$ cat src/rtl/mext_issue_stage.sv
// Issue/retire stage in front of the combinational M-extension unit (cop0): holds operands for a
// fixed multicycle latency, then captures and presents the result. Optional macro: RISCV_DIV_SPECIAL_EN.
module mext_issue_stage #(
   parameter int unsigned MUL_LAT = 2,
   parameter int unsigned DIV_LAT = 8
) (
   input  logic        clk,
   input  logic        rst,
   input  logic        issue_valid,
   output logic        issue_ready,
   input  logic [31:0] issue_a,
   input  logic [31:0] issue_b,
   input  logic [2:0]  issue_funct3,
   input  logic [4:0]  issue_rd,
   input  logic        flush,
   output logic [31:0] cop_a,
   output logic [31:0] cop_b,
   output logic [2:0]  cop_funct3,
   input  logic [31:0] cop_ans,
   output logic        stall,
   output logic        busy,
   output logic        wb_valid,
   input  logic        wb_ready,
   output logic [31:0] wb_data,
   output logic [4:0]  wb_rd
);

   if (MUL_LAT < 1 || MUL_LAT > 15) begin : g_bad_mul_lat
      $error("mext_issue_stage: MUL_LAT=%0d outside 1..15", MUL_LAT);
   end
   if (DIV_LAT < 1 || DIV_LAT > 15) begin : g_bad_div_lat
      $error("mext_issue_stage: DIV_LAT=%0d outside 1..15", DIV_LAT);
   end

   localparam logic [3:0] MUL_CNT = 4'(MUL_LAT - 1);
   localparam logic [3:0] DIV_CNT = 4'(DIV_LAT - 1);

   typedef enum logic [1:0] {
      S_IDLE = 2'd0,
      S_WAIT = 2'd1,
      S_DONE = 2'd2
   } state_t;

   state_t      state_q;
   logic [3:0]  cnt_q;
   logic [31:0] cop_a_q, cop_b_q;
   logic [2:0]  cop_funct3_q;
   logic [4:0]  rd_q;
   logic        wb_valid_q;
   logic [31:0] wb_data_q;
   logic [4:0]  wb_rd_q;
   logic [31:0] result_d;

`ifdef RISCV_DIV_SPECIAL_EN
   // Divide-by-zero and signed overflow follow the RISC-V M rules regardless of what cop0 returns.
   always_comb begin
      result_d = cop_ans;
      if (cop_funct3_q[2]) begin
         if (cop_b_q == '0) begin
            result_d = cop_funct3_q[1] ? cop_a_q : '1;
         end else if (!cop_funct3_q[0] && cop_a_q == 32'h8000_0000 && cop_b_q == '1) begin
            result_d = cop_funct3_q[1] ? '0 : 32'h8000_0000;
         end
      end
   end
`else
   assign result_d = cop_ans;
`endif

   always_ff @(posedge clk) begin
      if (rst) begin
         state_q      <= S_IDLE;
         cnt_q        <= '0;
         cop_a_q      <= '0;
         cop_b_q      <= '0;
         cop_funct3_q <= '0;
         rd_q         <= '0;
         wb_valid_q   <= 1'b0;
         wb_data_q    <= '0;
         wb_rd_q      <= '0;
      end else if (flush) begin
         state_q    <= S_IDLE;
         wb_valid_q <= 1'b0;
      end else begin
         unique case (state_q)
            S_IDLE: begin
               if (issue_valid) begin
                  cop_a_q      <= issue_a;
                  cop_b_q      <= issue_b;
                  cop_funct3_q <= issue_funct3;
                  rd_q         <= issue_rd;
                  cnt_q        <= issue_funct3[2] ? DIV_CNT : MUL_CNT;
                  state_q      <= S_WAIT;
               end
            end
            S_WAIT: begin
               if (cnt_q != '0) begin
                  cnt_q <= cnt_q - 4'd1;
               end else begin
                  wb_data_q  <= result_d;
                  wb_rd_q    <= rd_q;
                  wb_valid_q <= 1'b1;
                  state_q    <= S_DONE;
               end
            end
            S_DONE: begin
               if (wb_ready) begin
                  wb_valid_q <= 1'b0;
                  state_q    <= S_IDLE;
               end
            end
            default: state_q <= S_IDLE;
         endcase
      end
   end

   assign issue_ready = (state_q == S_IDLE);
   assign busy        = (state_q != S_IDLE);
   assign stall       = busy;
   assign cop_a       = cop_a_q;
   assign cop_b       = cop_b_q;
   assign cop_funct3  = cop_funct3_q;
   assign wb_valid    = wb_valid_q;
   assign wb_data     = wb_data_q;
   assign wb_rd       = wb_rd_q;

endmodule
$ cat config.mk
export PLATFORM = sky130hd
export DESIGN_NAME = mext_issue_stage
export DESIGN_NICKNAME = d
export VERILOG_FILES = /design/src/rtl/mext_issue_stage.sv
export SDC_FILE = /design/constraint.sdc
export NUM_CORES = 1
export LEC_CHECK = 0
export CORE_AREA = 10 10 147 122
export CTS_CLUSTER_SIZE = 10
export DETAILED_ROUTE_END_ITERATION = 6
export DIE_AREA = 0 0 157 132
export GPL_ROUTABILITY_DRIVEN = 0
export PLACE_DENSITY = 0.7
export SLEW_MARGIN = 20
export SYNTH_ARGS = -nofsm -noshare
export SYNTH_HDL_FRONTEND = slang
export SYNTH_SLANG_ARGS = --single-unit
$ cat constraint.sdc
create_clock -name clk -period 2.27 [get_ports clk]
set_input_delay 0.227 -clock clk [delete_from_list [all_inputs] [get_ports clk]]
set_output_delay 0.227 -clock clk [all_outputs]
set_load 0.005 [all_outputs]
Word-level counts from Yosys, hierarchy flattened:

Cells that the tools add are included.

* divide/modulo/power cells: 0
* reductions and logical operators: 11
* bitwise logic cells: 2
* mux-type cells: 11
* multipliers: 0
* add/sub/neg operators: 1
* magnitude comparators: 0
* shift operators: 0
* equality and inequality tests: 6

Operator list (number)
* AND reduction 3 bit: 4
* 2-to-1 mux 4 bit: 2
* != test 2 bit (second input constant): 4
* one-hot mux 4 bit (2 select lines): 1
* 2-to-1 mux 2 bit: 3
* one-hot mux 2 bit (3 select lines): 1
* nonzero test 2 bit: 3
* AND reduction 4 bit: 1
* nonzero test 4 bit: 1
* subtractor 4 x 1 -> 4 bit (second input constant): 1
* 2-to-1 mux 3 bit: 1
* equality test 2 x 1 -> 1 bit (second input constant): 1
* equality test 2 bit (second input constant): 1
* zero test 2 bit: 1
* 2-to-1 mux 1 bit: 2
* NOT 1 bit: 2
* one-hot mux 1 bit (2 select lines): 1
* OR reduction 2 bit: 1

* logic and storage cells: 40
* memories: 0
* memory bits (writable): 0
* latch bits: 0
* bits in registers: 116
* ROM bits: 0
* bits of input ports: 109
* output and inout port bits: 108

Longest topological paths before layout:

Gate-level depths: netlist (run 1).

* word-level depth: 3
* mapped depth: 7
* mapped depth without buffers: 5

Least setup slack after synthesis (run 1):

No wires, ideal clock.

* kind: reg-to-reg
* from: reg cnt_q[0]
* to: reg wb_data_q[23] (netlist: wb_data[23])
* cell stages (with the launch flop): 8
* path buffers: 2
* setup time: 0.132 ns
* path slack: 0.670 ns
* clock period less this slack: 1.600 ns
* arrival time: 1.468 ns
* data required time: 2.138 ns
* cell sequence: dfxtp_1 -> inv_1 -> ha_1 -> or3b_1 -> buf_2 -> clkbuf_1 -> o21ai_0 -> a21oi_1

* longest elaborated chain between the ends: 3

RTL lines
* from (decl): line 45 `logic [3:0] cnt_q;`
* from (signal assigned): line 92 `cnt_q <= issue_funct3[2] ? DIV_CNT : MUL_CNT;`
* from (signal assigned): line 98 `cnt_q <= cnt_q - 4'd1;`
* nonzero test 4 bit: line 97 `if (cnt_q != '0) begin`
* NOT 1 bit (no line)
* AND reduction 3 bit (no line)
* to (signal assigned): line 100 `wb_data_q <= result_d;`
* to (decl): line 50 `logic [31:0] wb_data_q;`

No other way between the ends.
A chain may end at the register's enable or synchronous reset.

Worst setup path in the final report (run 1):

* from: reg state_q[1]
* to: out issue_ready

* longest elaborated chain between the ends: 1

RTL lines
* from (decl): line 44 `state_t state_q;`
* from (signal assigned): line 72 `state_q <= S_IDLE;`
* from (signal assigned): line 82 `state_q <= S_IDLE;`
* from (signal assigned): line 93 `state_q <= S_WAIT;`
* zero test 2 bit: line 117 `assign issue_ready = (state_q == S_IDLE);`
* to (decl): line 10 `output logic issue_ready,`

No other way between the ends.

==> flow_summary.json, run 1 <==
{
  "num_rows": 40,
  "track_usage_pct": 14.1,
  "placed_area_sq_um": 6630,
  "die_w_um": 157,
  "clk_pin_slew_worst_paths_ns": 0.06,
  "syn-num-nets": 644,
  "grt_max_degree": 47,
  "ir_worst_vdd_uv": 475,
  "crit_arrival_ns": 1.73,
  "regToRegStartpoint": "cnt_q[0]$_SDFFE_PP0P_",
  "grt_antenna_before_repair": 0,
  "maxSlewViolCount": 0,
  "startpoint_type": "register",
  "clock-root-buffer": "clkbuf_16",
  "period_share_pct": 86.4,
  "fin_cells": 936,
  "stdcell_area_sq_um": 7270,
  "antenna_left": 0,
  "htreeDepth": 4,
  "hold_viol": 0,
  "cts-buffers-inserted": 17,
  "worst_pin_slew_ns": 0.557,
  "dieArea_sq_um": 20700,
  "placeableCoreArea_sq_um": 14900,
  "ctsResizeCount": 0,
  "dieHeight_um": 132,
  "cts_tree": "yes",
  "synth_top_area_cell": "dfxtp_1",
  "power.leakage_nw": 2.54,
  "synthTopCellsByCount": "nand2_1 (145), dfxtp_1 (116), a21oi_1 (110), nand3_1 (38), o21ai_0 (37)",
  "synth_area_per_cell_sq_um": 8.23,
  "synth_most_common_cell": "nand2_1",
  "synth_flop_cell": "dfxtp_1",
  "endpoint_kind": "output pin",
  "routed_wl_um": 15000,
  "whs_ns": 0.136,
  "relSlewSlack_pct": 62.7,
  "post_cts.repair.setup_buffers": 0,
  "nets": 845,
  "finalSetupTns_ns": 0,
  "synth_enable_flop_cells": 0,
  "async_flop_share_pct": 0,
  "fin_skew_ns": 0.00585,
  "drt-initial-drc-count": 151,
  "area_delta_synth_final_pct": 65.7,
  "max_cap_viol_count": 0,
  "ys_ff_latch": 116,
  "drtPass1Iterations": 4,
  "ctsHoldBuffers": 0,
  "vias": 4319,
  "initial_core_util_pct": 29.5,
  "io_buffers": 216,
  "synthTopCellsByArea": "dfxtp_1 (53%), a21oi_1 (13%), nand2_1 (12%), nand3_1 (4.3%), o21ai_0 (4.2%)",
  "avgRoutedWirePerCell_um": 16.1,
  "yosys.area.top_type_share_pct": 52.9,
  "synth_cell_types": 38,
  "cts.path.max_buffers": 2,
  "grt_pass1_vias": 4237,
  "status": "finished, final reports clean",
  "numClockSinks": 116,
  "io-pin-count": 217,
  "p_per_area_nw_per_um2": 790,
  "maxClockFrequency_mhz": 510,
  "place_hpwl_um": 10500,
  "grt_overflow": 0,
  "final_core_util_pct": 48.9,
  "synth-seq-area-share_pct": 52.9,
  "via_per_inst": 4.61,
  "ys_warn_count": 0,
  "hold_path.class": "in2reg",
  "dp_cells": 904,
  "diodes": 0,
  "cp-startpoint": "state_q[1]$_SDFFE_PP0P_",
  "grt_pass1_wl_um": 23200,
  "insertion_delay_ns": 0.41,
  "final-setup-viol-count": 0,
  "drive_gt1_share_pct": 7.23,
  "period_needed_ns": 1.96,
  "cp_max_fo": 10,
  "cp.required_ns": 2.04,
  "drc": 0,
  "syn-instance-count": 533,
  "synth_area_sq_um": 4390,
  "path_class": "reg2out",
  "min-delay-start": "rst",
  "grt_setup_unrepaired": "false"
}
-- routing by layer --
metal | part of all wire (%) | global-route usage (%) | vias up
met3 | 13 | 8.35 | 12
met2 | 45 | 21.5 | 157
met5 | 0 | 0 | -
li1 | - | - | 2188
met1 | 42 | 15.9 | 1962
met4 | 1.1 | 4.71 | 0
-- report_power, final --
group          internal [mW]  total (mW)  switching [mW]
clock                   1.92        2.89           0.966
combinational          0.382       0.693           0.311
sequential              2.12        2.16          0.0433
total                   4.42        5.74            1.32
-- final cells by class --
cell class                      instances  area [sq um]
Fill cell                            1418          7590
Sequential cell                       116          2320
Timing Repair Buffer                  229          2280
Multi-Input combinational cell        364          1760
Clock buffer                           20           467
Tap cell                              189           236
Clock inverter                         12           178
Inverter                                6          22.5
-- worst paths after layout --
kind | endpoint | slack [ns] | depth (start not counted)
min | wb_data[23]$_SDFFE_PP0P_ | 0.14 | 2
min reg2reg | cop_b[19]$_SDFFE_PP0P_ | 0.45 | 2
max reg2reg | wb_data[10]$_SDFFE_PP0P_ | 0.60 | 6
max | issue_ready | 0.31 | 3
-- layout by cell type, fill, tap and decap left out, types with 3 or more instances in the layout --
cell	n
bufinv_16	4
o21ai_1	3
nand2_1	145
buf_4	12
inv_1	6
o31ai_1	3
clkdlybuf4s50_1	215
o21ai_0	37
clkinvlp_4	4
clkbuf_16	17
nand3_1	38
dfxtp_1	116
clkbuf_8	3
a21oi_1	110
-- worst max-delay path, stage by stage, from the launching register on --
cell	delay, ns
dfxtp_1	0.41
or2_2	0.36
inv_1	0.06
clkdlybuf4s50_1	0.49
-- per-stage QoR --
| stage | worst slack, ns | total power, mW |
|---|---|---|
| after CTS | 0.273 | 5.83 |
| final | 0.308 | 5.74 |
| after detailed placement | 0.256 | 2.90 |
| after global placement | 0.252 | 2.90 |
| after floorplan | 0.670 | 2.49 |
| after global routing | 0.225 | 5.99 |
-- sequential cells by signal, summed over array words and instances, names as in the netlist --
register / cells
cop_a: 32
cop_b: 32
wb_data: 32
rd_q: 5
wb_rd: 5
cnt_q: 4
cop_funct3: 3
state_q: 2
wb_valid: 1
-- logic make-up after synthesis --
logic type | share of synthesized area, %
AO/OA/AOI/OAI | 19.1
buffers and inverters | 7.27
flip-flops | 52.9
adder cells (fa/ha/maj) | 0.570
multiplexers | 0.456
AND/OR/NAND/NOR | 19.5
XOR/XNOR | 0.200
Note: power is estimated with default switching activity, not from simulation.
==> inputs of run 2 (changes only) <==
--- a/config.mk
+++ b/config.mk
@@ -5,6 +5,7 @@
 export SDC_FILE = /design/constraint.sdc
 export NUM_CORES = 1
 export LEC_CHECK = 0
+export ABC_CLOCK_PERIOD_IN_PS = 2300
 export CORE_AREA = 10 10 147 122
 export CTS_CLUSTER_SIZE = 10
 export DETAILED_ROUTE_END_ITERATION = 6
==> constraint.sdc (replaced) <==
create_clock -name clk -period 2.3 [get_ports clk]
set_input_delay 0.23 -clock clk [delete_from_list [all_inputs] [get_ports clk]]
set_output_delay 0.23 -clock clk [all_outputs]
set_load 0.005 [all_outputs]
==> run 2 against run 1 <==
- sequential share of layout area is essentially flat
- total power shrank 1.3%
- register-to-register slack lost 0.02 ns
- non-clock buffer count is the same
- flip-flop and latch count is the same
- critical path depth is the same
- die area is the same
- setup slack gained 0.042 ns
==> flow_summary.json, run 2 (same netlist as run 1, synthesis figures left out) <==
{
  "grt_pass1_wl_um": 23100,
  "maxClockFrequency_mhz": 513,
  "reg2reg_slack_ns": 0.58,
  "min-delay-start": "rst",
  "place_hpwl_um": 10600,
  "ir_worst_vdd_uv": 482,
  "reg2reg_depth": 6,
  "grt_pass1_vias": 4230,
  "initial_core_util_pct": 29.5,
  "regToRegStartpoint": "cnt_q[0]$_SDFFE_PP0P_",
  "hold_viol": 0,
  "fin_skew_ns": 0.00495,
  "dieHeight_um": 132,
  "track_usage_pct": 13.9,
  "antenna_left": 0,
  "cts_tree": "yes",
  "whs_endpoint": "cop_a[4]$_SDFFE_PP0P_",
  "vias": 4343,
  "period_needed_ns": 1.95,
  "cp_slowest_cell": "clkdlybuf4s50_1",
  "die_w_um": 157,
  "avgRoutedWirePerCell_um": 15.9,
  "mostFrequentLayoutCells": "clkdlybuf4s50_1 (215), nand2_1 (145), dfxtp_1 (116)",
  "cp_num_buf_inv": 2,
  "period_share_pct": 84.8,
  "final-setup-viol-count": 0,
  "hold_path.class": "in2reg",
  "pre_cts_slack_ns": 0.293,
  "max_stage_delay_ns": 0.49,
  "fill_cells": 1416,
  "placeableCoreArea_sq_um": 14900,
  "htreeDepth": 4,
  "max_cap_viol_count": 0,
  "startpoint_type": "register",
  "p_per_area_nw_per_um2": 779,
  "dieArea_sq_um": 20700,
  "clock-root-buffer": "clkbuf_16",
  "crit_family": "buffers and inverters",
  "regToRegEndpoint": "wb_data[3]$_SDFFE_PP0P_",
  "nets": 845,
  "endpoint_kind": "output pin",
  "clk_pin_slew_worst_paths_ns": 0.06,
  "crit_arrival_ns": 1.72,
  "cts-buffers-inserted": 17,
  "post_cts.repair.setup_buffers": 0,
  "grt_antenna_before_repair": 0,
  "worst_pin_slew_ns": 0.535,
  "diodes": 0,
  "ctsHoldBuffers": 0,
  "grt_overflow": 0,
  "multiInputGateArea_sq_um": 1760,
  "drc": 0,
  "relSlewSlack_pct": 64.3,
  "grt_setup_unrepaired": "false",
  "cp.required_ns": 2.07,
  "maxSlewViolCount": 0,
  "status": "finished, final reports clean",
  "insertion_delay_ns": 0.41,
  "worst_slack_ns": 0.350,
  "power.leakage_nw": 2.55,
  "numClockSinks": 116,
  "final-seq-area_sq_um": 2320,
  "via_per_inst": 4.64,
  "routed_wl_um": 14900,
  "num_rows": 40,
  "io-pin-count": 217,
  "finalSetupTns_ns": 0,
  "mostFrequentLayoutCell": "clkdlybuf4s50_1",
  "cp_max_fo": 13,
  "grt_max_degree": 46,
  "io_buffers": 216,
  "cts.path.max_buffers": 2,
  "area_delta_synth_final_pct": 66.0,
  "drt-initial-drc-count": 192,
  "path_cells": "or2_2 > inv_1 > clkdlybuf4s50_1",
  "ctsResizeCount": 0,
  "path_class": "reg2out",
  "drtPass1Iterations": 5,
  "drive_gt1_share_pct": 7.23,
  "holdPathStages": 2
}
## run 2: changes by cell type in the layout (fill, tap and decap cells not counted), sizes merged
cell,previous run,this run
clkinv,4,3
inv,6,8
clkinvlp,4,3
## run 2: worst max path at each step
stage | from | endpoint | slack (ns) | cells after the start
after CTS | state_q[1]$_SDFFE_PP0P_ | issue_ready | 0.32 | 3
after detailed placement | flush | cop_a[12]$_SDFFE_PP0P_ | 0.29 | 5
final | state_q[0]$_SDFFE_PP0P_ | issue_ready | 0.35 | 3
after global routing | state_q[1]$_SDFFE_PP0P_ | issue_ready | 0.24 | 3
after global placement | flush | rd_q[1]$_SDFFE_PP0P_ | 0.32 | 5
after floorplan | cnt_q[0]$_SDFFE_PP0P_ | wb_data[23]$_SDFFE_PP0P_ | 0.70 | 7
## run 2: layer usage
metal	part of all wire (%)	track usage (%)
met3	14	8.35
met2	44	21.0
met1	41	15.6
met4	1.5	5.24
met5	0	0
## run 2: cell type report
cell class	instances	area share (%)
Sequential cell	116	31.9
Multi-Input combinational cell	364	24.2
Inverter	6	0.309
Clock inverter	12	2.41
Timing Repair Buffer	229	31.5
Clock buffer	20	6.41
Tap cell	189	3.25
## run 2: power by group
group	switching, mW	internal [mW]
clock network	0.951	1.90
logic	0.306	0.380
registers	0.0423	2.09
## run 2: metrics by stage
stage                     area (sq um)  power (mW)  hold WS (ns)  instances  util (%)
final                             7280        5.67         0.270        936      49.0
after global routing              7280        5.91         0.283        936      49.0
after CTS                         7280        5.75         0.263        936      49.0
after detailed placement          6640        2.87         0.446        904      44.7
after global placement            6640        2.87         0.441        904      44.7
after floorplan                   4390        2.45         0.320        533         -
==> inputs of run 3 (changes only) <==
--- a/config.mk
+++ b/config.mk
@@ -5,7 +5,7 @@
 export SDC_FILE = /design/constraint.sdc
 export NUM_CORES = 1
 export LEC_CHECK = 0
-export ABC_CLOCK_PERIOD_IN_PS = 2300
+export ABC_CLOCK_PERIOD_IN_PS = 1800
 export CORE_AREA = 10 10 147 122
 export CTS_CLUSTER_SIZE = 10
 export DETAILED_ROUTE_END_ITERATION = 6
==> constraint.sdc (replaced) <==
create_clock -name clk -period 1.8 [get_ports clk]
set_input_delay 0.18 -clock clk [delete_from_list [all_inputs] [get_ports clk]]
set_output_delay 0.18 -clock clk [all_outputs]
set_load 0.005 [all_outputs]
==> run 3 against run 2 <==
- worst hold slack got worse by 0.20 ns
- final cell count increased by 0.64%
- first-iteration DRC count decreased by 3.1%
- wire length increased by 2.2%
- final area increased by 1.5%
- count of clock-buffer cells in the layout unchanged
- sequential share of layout area decreased by 0.42 points
- critical path depth unchanged
- combinational power increased by 35%
- via count increased by 0.83%
- clock skew increased by 0.00088 ns
- critical path type unchanged
- largest cell class is now non-clock buffers
==> flow_summary.json, run 3 (same netlist as run 1, synthesis figures left out) <==
{
  "dieHeight_um": 132,
  "holdPathStages": 2,
  "io_buffers": 216,
  "clockPowerShare_pct": 50.0,
  "via_per_inst": 4.65,
  "mostFrequentLayoutCell": "clkdlybuf4s50_1",
  "crit_arrival_ns": 1.55,
  "place_hpwl_um": 10800,
  "drtPass1Iterations": 4,
  "ir_worst_vdd_uv": 648,
  "die_w_um": 157,
  "p_total_mw": 7.29,
  "cts.path.max_buffers": 2,
  "vias": 4379,
  "initial_core_util_pct": 29.5,
  "reg2reg_slack_ns": 0.12,
  "multiInputGateArea_sq_um": 1770,
  "worst_slack_ns": 0.0740,
  "htreeDepth": 4,
  "final_core_util_pct": 49.7,
  "fin_skew_ns": 0.00584,
  "avgRoutedWirePerCell_um": 16.2,
  "dp_cells": 909,
  "final-setup-viol-count": 0,
  "reg2reg_depth": 6,
  "status": "finished, final reports clean",
  "path_class": "reg2out",
  "seqPwrFrac_pct": 37.4,
  "diodes": 0,
  "fin_cells": 942,
  "antenna_left": 0,
  "io-pin-count": 217,
  "numClockSinks": 116,
  "whs_ns": 0.0718,
  "fill_cells": 1416,
  "routed_wl_um": 15200,
  "maxClockFrequency_mhz": 579,
  "clock-root-buffer": "clkbuf_16",
  "worst_pin_slew_ns": 0.454,
  "pre_cts_slack_ns": -0.0173,
  "startpoint_type": "register",
  "power.leakage_nw": 2.61,
  "cts-buffers-inserted": 17,
  "grt_pass1_wl_um": 23800,
  "cp_max_fo": 8,
  "area_delta_synth_final_pct": 68.5,
  "period_share_pct": 95.9,
  "maxSlewViolCount": 0,
  "num_rows": 40,
  "drt-initial-drc-count": 186,
  "nets": 851,
  "regToRegStartpoint": "cnt_q[1]$_SDFFE_PP0P_",
  "period_needed_ns": 1.73,
  "placeableCoreArea_sq_um": 14900,
  "min-delay-start": "rst",
  "grt_max_degree": 45,
  "whs_endpoint": "wb_data[26]$_SDFFE_PP0P_",
  "power_frac_comb_pct": 12.7,
  "cts_tree": "yes",
  "clk_pin_slew_worst_paths_ns": 0.05,
  "max_cap_viol_count": 0,
  "p_per_area_nw_per_um2": 986,
  "insertion_delay_ns": 0.41,
  "drc": 0,
  "dieArea_sq_um": 20700,
  "grt_antenna_before_repair": 0,
  "regToRegEndpoint": "wb_data[12]$_SDFFE_PP0P_",
  "endpoint_kind": "output pin",
  "grt_pass1_vias": 4286,
  "hold_viol": 0,
  "final-seq-area_sq_um": 2330,
  "p_sw_share_pct": 22.9,
  "relSlewSlack_pct": 69.7,
  "cp.required_ns": 1.62,
  "hold_path.class": "in2reg",
  "drive_gt1_share_pct": 8.37,
  "grt_overflow": 0,
  "track_usage_pct": 14.4,
  "p_int_mw": 5.62,
  "mostFrequentLayoutCells": "clkdlybuf4s50_1 (215), nand2_1 (145), dfxtp_1 (114)",
  "p_sw_mw": 1.67
}
[run 3: cell types whose count changed in the layout (fill, tap and decap cells not counted), sizes merged]
cell / delta
clkinvlp: -1
clkinv: +2
buf: +6
inv: -1
[run 3: timing repair]
item | in CTS | in global routing
endpoints found under the setup margin | 3 | 8
endpoints found under the hold margin | 0 | 0
hold buffers | 0 | 0
gates resized for setup | 3 | 3
pin swaps | 0 | 0
buffers inserted | 1 | 0
[run 3: how the worst max path moves through the flow]
| stage | from | endpoint | cells past startpoint |
|---|---|---|---|
| 3_3_place_gp | flush | cop_b[31]$_SDFFE_PP0P_ | 6 |
| 2_1_floorplan | cnt_q[0]$_SDFFE_PP0P_ | wb_data[23]$_SDFFE_PP0P_ | 7 |
| 5_1_grt | state_q[0]$_SDFFE_PP0P_ | issue_ready | 3 |
| 6_report | state_q[0]$_SDFFE_PP0P_ | issue_ready | 3 |
| 4_1_cts | state_q[0]$_SDFFE_PP0P_ | issue_ready | 3 |
| 3_5_place_dp | flush | cop_a[6]$_SDFFE_PP0P_ | 6 |
[run 3: area by class of cell]
cell class                 instances  area share (%)
clock buffer                      20            6.31
clock inverter                    12            2.39
inverter                           6           0.305
multi-input combinational        364            24.0
sequential                       116            31.5
tap                              189            3.20
timing repair buffer             235            32.3
[run 3: power groups by stage]
stage	clock [mW]	sequential [mW]	combinational [mW]
finish	3.64	2.72	0.925
global route	3.87	2.74	1.01
CTS	3.73	2.72	0.934
detailed placement	0	2.78	0.925
global placement	0	2.77	0.924
floorplan	0	2.78	0.355
[run 3: through the flow]
| step | setup TNS [ns] | cell area (sq um) |
|---|---|---|
| global placement | 0 | 6730 |
| CTS | 0 | 7380 |
| floorplan | 0 | 4390 |
| global route | -0.00513 | 7390 |
| finish | 0 | 7390 |
| detailed placement | -0.0289 | 6730 |
[run 3: worst max-delay path, cell delays in order, from the launching register on]
cell and delay, ns:
dfxtp_2 0.35, or2_4 0.24, inv_1 0.05, clkdlybuf4s50_1 0.50
[run 3: layer usage]
metal / vias to the layer above / wire [um] / GRT usage [%]
met5: - / 0 / 0
li1: 2210 / - / -
met2: 157 / 6820 / 21.7
met3: 9 / 1970 / 8.81
met1: 2003 / 6300 / 16.5
met4: 0 / 142 / 4.87
